**config.mk**
```make
export PLATFORM = sky130hd
export DESIGN_NAME = spi_msg_framer
export DESIGN_NICKNAME = d
export VERILOG_FILES = /design/src/rtl/spi_pkg.sv /design/src/rtl/spi_msg_framer.sv
export SDC_FILE = /design/constraint.sdc
export NUM_CORES = 1
export LEC_CHECK = 0
export ABC_CLOCK_PERIOD_IN_PS = 8900
export CAP_MARGIN = 20
export CORE_MARGIN = 8
export CORE_UTILIZATION = 52
export CTS_BUF_LIST = sky130_fd_sc_hd__clkbuf_4 sky130_fd_sc_hd__clkbuf_8
export DETAILED_ROUTE_END_ITERATION = 10
export PLACE_DENSITY = 0.88
export SYNTH_ARGS = -nofsm -noshare
export SYNTH_HDL_FRONTEND = slang
export SYNTH_SLANG_ARGS = --single-unit
```
**constraint.sdc**
```tcl
create_clock -name clk -period 8.9 [get_ports clk]
set_input_delay 1.335 -clock clk [delete_from_list [all_inputs] [get_ports clk]]
set_output_delay 1.335 -clock clk [all_outputs]
set_load 0.03 [all_outputs]
```
**src/rtl/spi_pkg.sv**
```systemverilog
// Shared definitions for the SPI message path: default payload depth,
// framer FSM encoding and the command codes decoded by the register block.
package spi_pkg;

    localparam int MAX_BYTES_DEFAULT = 8;

    typedef enum logic [1:0] {
        ST_IDLE = 2'd0,
        ST_CMD  = 2'd1,
        ST_DATA = 2'd2,
        ST_DONE = 2'd3
    } state_e;

    localparam logic [7:0] CMD_RESET           = 8'h01;
    localparam logic [7:0] CMD_FORCE_TURBO     = 8'h02;
    localparam logic [7:0] CMD_SET_KEYB_MATRIX = 8'h10;
    localparam logic [7:0] CMD_SET_HCTRL       = 8'h11;
    localparam logic [7:0] CMD_WRITE_KBBUF     = 8'h12;
    localparam logic [7:0] CMD_SET_VIDMODE     = 8'h40;

endpackage

```
**src/rtl/spi_msg_framer.sv**
```systemverilog
// Frames each chip-select window into a command byte plus payload, and
// serves the register block's reply to the PHY one byte per slot.
module spi_msg_framer
    import spi_pkg::*;
#(
    parameter int MAX_BYTES = MAX_BYTES_DEFAULT,
    parameter int DATA_W    = 8 * MAX_BYTES
) (
    input  logic              clk,
    input  logic              reset,
    input  logic              spi_sel,
    input  logic              rx_valid,
    input  logic [7:0]        rx_byte,
    output logic [7:0]        tx_byte,
    output logic [7:0]        spi_cmd,
    output logic [DATA_W-1:0] spi_rxdata,
    output logic              spi_msg_end,
    input  logic [DATA_W-1:0] spi_txdata,
    input  logic              spi_txdata_valid,
    output logic              msg_overflow
);

    // idx reaches MAX_BYTES and the reply slot reaches MAX_BYTES+1
    localparam int IDX_W = $clog2(MAX_BYTES + 2);
    localparam logic [IDX_W-1:0] IDX_MAX = IDX_W'(MAX_BYTES);

    state_e            state_q, state_d;
    logic              sel_q;
    logic [7:0]        cmd_q, cmd_d;
    logic [DATA_W-1:0] rxdata_q, rxdata_d;
    logic [IDX_W-1:0]  idx_q, idx_d;
    logic              ovf_q, ovf_d;
    logic [7:0]        tx_q, tx_d;
    logic              end_q, end_d;
    logic              tx_load_q, tx_load_d;
    logic [IDX_W-1:0]  tx_k_q, tx_k_d;
    logic [7:0]        tx_slot;
    logic              sel_rise;

    assign sel_rise = !sel_q && spi_sel;

    always_comb begin
        tx_slot = 8'h00;
        for (int i = 0; i < MAX_BYTES; i++) begin
            if (spi_txdata_valid && tx_k_q == IDX_W'(i)) begin
                tx_slot = spi_txdata[DATA_W-1-8*i -: 8];
            end
        end
    end

    always_comb begin
        state_d   = state_q;
        cmd_d     = cmd_q;
        rxdata_d  = rxdata_q;
        idx_d     = idx_q;
        ovf_d     = ovf_q;
        tx_d      = tx_q;
        end_d     = 1'b0;
        tx_load_d = 1'b0;
        tx_k_d    = tx_k_q;

        // reply is loaded one cycle after the byte so spi_cmd can be decoded first
        if (tx_load_q) begin
            tx_d = tx_slot;
        end

        case (state_q)
            ST_IDLE: begin
                if (sel_rise) begin
                    state_d  = ST_CMD;
                    rxdata_d = '0;
                    idx_d    = '0;
                    ovf_d    = 1'b0;
                    tx_d     = 8'h00;
                end
            end
            ST_CMD: begin
                if (!spi_sel) begin
                    state_d = ST_DONE;
                end else if (rx_valid) begin
                    state_d   = ST_DATA;
                    cmd_d     = rx_byte;
                    tx_load_d = 1'b1;
                    tx_k_d    = '0;
                end
            end
            ST_DATA: begin
                if (!spi_sel) begin
                    state_d = ST_DONE;
                    end_d   = 1'b1;
                end else if (rx_valid) begin
                    if (idx_q < IDX_MAX) begin
                        for (int i = 0; i < MAX_BYTES; i++) begin
                            if (idx_q == IDX_W'(i)) begin
                                rxdata_d[DATA_W-1-8*i -: 8] = rx_byte;
                            end
                        end
                        idx_d = idx_q + IDX_W'(1);
                    end else begin
                        ovf_d = 1'b1;
                    end
                    tx_load_d = 1'b1;
                    tx_k_d    = idx_q + IDX_W'(1);
                end
            end
            ST_DONE: begin
                // a window opening during DONE is taken straight into CMD
                if (sel_rise) begin
                    state_d  = ST_CMD;
                    rxdata_d = '0;
                    idx_d    = '0;
                    ovf_d    = 1'b0;
                    tx_d     = 8'h00;
                end else begin
                    state_d = ST_IDLE;
                end
            end
            default: state_d = ST_IDLE;
        endcase
    end

    always_ff @(posedge clk or posedge reset) begin
        if (reset) begin
            state_q   <= ST_IDLE;
            sel_q     <= 1'b0;
            cmd_q     <= 8'h00;
            rxdata_q  <= '0;
            idx_q     <= '0;
            ovf_q     <= 1'b0;
            tx_q      <= 8'h00;
            end_q     <= 1'b0;
            tx_load_q <= 1'b0;
            tx_k_q    <= '0;
        end else begin
            state_q   <= state_d;
            sel_q     <= spi_sel;
            cmd_q     <= cmd_d;
            rxdata_q  <= rxdata_d;
            idx_q     <= idx_d;
            ovf_q     <= ovf_d;
            tx_q      <= tx_d;
            end_q     <= end_d;
            tx_load_q <= tx_load_d;
            tx_k_q    <= tx_k_d;
        end
    end

    assign tx_byte      = tx_q;
    assign spi_cmd      = cmd_q;
    assign spi_rxdata   = rxdata_q;
    assign spi_msg_end  = end_q;
    assign msg_overflow = ovf_q;

endmodule

```
==> results.tsv <==
stage	metric	value	unit
run_status	outcome	complete, no violations	
grt	initial antenna violation count	0	
timing	relative slew slack	33.0	%
logic_synthesis	YS warnings	0	
logic_synthesis	Cell Area, Synth	0.00501	mm^2
timing	Tmin final	3.14	ns
job	max cap viols	0	
logic_synthesis	Async S/R FF share, synth	100	%
cts	CTS Hold Bufs	0	
setup_path	Slowest cell on crit path	clkdlybuf4s50_1	
setup_path	Crit. End Element	register	
place	DP HPWL	10200	um
timing	number of setup violations in the final report	0	
cts	root buf cell	clkbuf_8	
floorplan	DIE HEIGHT	114	um
place	PortBufs	158	
drt	WL final	13200	um
floorplan	initial core utilization	52.5	%
setup_path	CP Launch Type	primary input	
grt	M2 GR Usage	35.8	%
cts	buffer depth of the longest clock path	2	
grt	first-pass GRT wire length	21000	um
floorplan	Die X	114	um
setup_path	CP cell instances	clkdlybuf4s50_1 > inv_1 > a2111o_1 > or2_1 > mux2_4	
finish	share of cells above drive strength 1	19.2	%
timing	actual slew at the worst max-slew pin	1.00	ns
finish	FF+latch area	0.00235	mm^2
floorplan	Core Region	0.00955	mm^2
logic_synthesis	Post-synth EDFFs	0	
logic_synthesis	FF+latch count, synth	94	
cts	clock sink total	94	
finish	most frequent cells in the layout	clkdlybuf4s50_1 (158), dfrtp_1 (94), mux2_4 (64)	
grt	largest net degree at the start of global routing	68	
power_and_ir_drop	maximum vdd drop	0.000272	V
power_and_ir_drop	Tot Pwr	0.00254	W
cts	clk_lat worst skew	0.36	ns
cts	total number of H-tree levels	3	
grt	gr usage total	20.5	%
hold_path	worst hold-check path type	reg -> reg	
drt	initial drt markers	214	
timing	Final Hold Slack	0.515	ns
floorplan	row cnt	36	
finish	Fillers	682	
drt	Post-route DRC	0	
power_and_ir_drop	LEAKAGE	3.04	nW
cts	post_cts resized	0	
power_and_ir_drop	power density over the cells	373	mW/mm^2
finish	synthesis-to-layout area growth	36.0	%
timing	RSZ-0062 raised after global routing	false	
drt	vias per cell	5.47	
drt	DR WL/cell	19.5	um
setup_path	Worst Path Required	9.14	ns
timing	setup tns final	0	ns
setup_path	CP Class	in -> reg	
timing	Worst Skew	0.00681	ns
grt	vias in the first global route	3979	
cts	CTS tree	built	
place	RD Place Congestion	0.802	
cts	Worst-path clk slew	0.09	ns
floorplan	Die Footprint	0.0130	mm^2
floorplan	io pins	159	
grt	global route overflow	0	
logic_synthesis	share of the synthesized area in the top cell type	47.0	%
drt	Vias	3715	
setup_path	critical path's largest stage delay	0.65	ns
cts	cts bufs inserted	9	
timing	fin crit share	35.3	%
logic_synthesis	synth top area cells	dfrtp_1 (47%), mux2_4 (19%), mux2_2 (3.4%)	
finish	commonest non-fill, non-tap cell in the layout	clkdlybuf4s50_1	
finish	number of diodes	0	
logic_synthesis	Synth Instances	405	
timing	endpoints failing hold	0	
drt	Antenna Nets Post-Route	0	
logic_synthesis	sequential area share after synthesis	47.0	%
timing	final slew viol count	0	
grt	Top Usage Layer GRT	met2	
grt	met3 Use GR	4.64	%
drt	Pre-antenna DRT Iters	4	
finish	area of the multi-input gates	0.00241	mm^2
timing	Max Clk Rate	318	MHz
logic_synthesis	syn nets	492	
setup_path	WP data arrival	3.39	ns
grt	M1 GR Usage	23.5	%
logic_synthesis	Main synth FF type	dfrtp_1	
finish	Final Net Count	629	
logic_synthesis	top cell type by total area after synthesis	dfrtp_1	
cts	Post-CTS Setup Bufs	0	
logic_synthesis	Synth cell types	47	
logic_synthesis	synthesized area per cell	12.4	um^2
setup_path	Worst Path Max Fanout	11	
-- layout make-up --
type                            count  share of cell area [%]
Tap cell                          133                    2.44
Timing Repair Buffer              160                    23.7
Clock buffer                        9                    1.82
Multi-Input combinational cell    263                    35.4
Clock inverter                      6                    1.29
Inverter                           14                   0.790
Sequential cell                    94                    34.5
-- per-layer routing --
layer	vias up	wire (um)
li1	1713	-
met2	89	7040
met4	0	400
met1	1885	5190
met5	-	0
met3	28	588
-- logic make-up (layout without fill, tap and decap cells) --
family	count (synthesis)	after routing	share of synthesized area [%]
xor+xnor	2	2	0.350
mux	87	87	25.2
compound gates	69	69	9.09
simple gates	95	95	11.1
flops	94	94	47.0
fa+ha+maj	10	10	2.50
buf+inv	48	189	4.87
-- worst max-delay path: cells and delay by family --
| family | cells | cell delay, ns |
|---|---|---|
| buffers and inverters | 2 | 0.76 |
| and+or+nand+nor | 1 | 0.49 |
| AOI/OAI and AO/OA | 1 | 0.40 |
| muxes | 1 | 0.38 |
-- Yosys cell counts, types with 2 or more instances --
library cell,instances
nor3b_1,4
a31oi_1,4
o2bb2ai_1,6
o21ai_0,14
or2_1,8
buf_2,3
clkbuf_1,22
buf_6,8
o311ai_0,2
nand4b_1,5
nand3_1,6
o221ai_1,6
a32oi_1,2
and2_1,8
or3_1,3
or3b_2,2
o32ai_1,2
a22o_1,2
nand3b_1,3
mux4_2,4
nor2_1,15
nor2b_1,14
mux2i_1,4
o21bai_1,2
a21oi_1,21
mux2_2,15
inv_1,14
o21ai_1,2
a22oi_1,2
ha_1,10
nand4_1,3
nand2b_1,6
dfrtp_1,94
nand2_1,13
mux2_4,64
-- report_power, final --
| part | internal, W | leakage [nW] | switching, W | total, W |
|---|---|---|---|---|
| clock | 0.000157 | 0.109 | 0.000143 | 0.000300 |
| sequential | 0.000595 | 1.21 | 0.000147 | 0.000742 |
| combinational | 0.000738 | 1.72 | 0.000763 | 0.00150 |
| total | 0.00149 | 3.04 | 0.00105 | 0.00254 |
-- state kept, by name (all words and copies together), names as in the netlist --
| register | flops |
|---|---|
| idx_q | 4 |
| msg_overflow | 1 |
| sel_q | 1 |
| spi_cmd | 8 |
| spi_msg_end | 1 |
| spi_rxdata | 64 |
| state_q | 2 |
| tx_byte | 8 |
| tx_k_q | 4 |
| tx_load_q | 1 |
-- worst paths after layout --
path | start | to | slack, ns | cells after the start
hold / removal | spi_rxdata[59] | spi_rxdata[59] | 0.51 | 1
min in group asynchronous | reset | tx_byte[1] | 1.31 | 2
hold reg to reg | spi_rxdata[59] | spi_rxdata[59] | 0.51 | 1
setup reg to reg | state_q[0] | spi_rxdata[24] | 6.11 | 6
setup / recovery | spi_sel | spi_rxdata[24] | 5.76 | 5
max in group asynchronous | reset | spi_rxdata[47] | 6.41 | 3
-- through the flow --
step	instance area (um^2)	setup WS [ns]	utilization (%)	std cells
5_1_grt	6810	5.71	71.3	679
3_5_place_dp	6570	5.40	68.8	663
6_report	6810	5.76	71.3	679
3_3_place_gp	6570	5.43	68.8	663
4_1_cts	6790	5.78	71.1	678
2_1_floorplan	5010	5.12	-	405
Note: power is estimated with default switching activity, not from simulation.
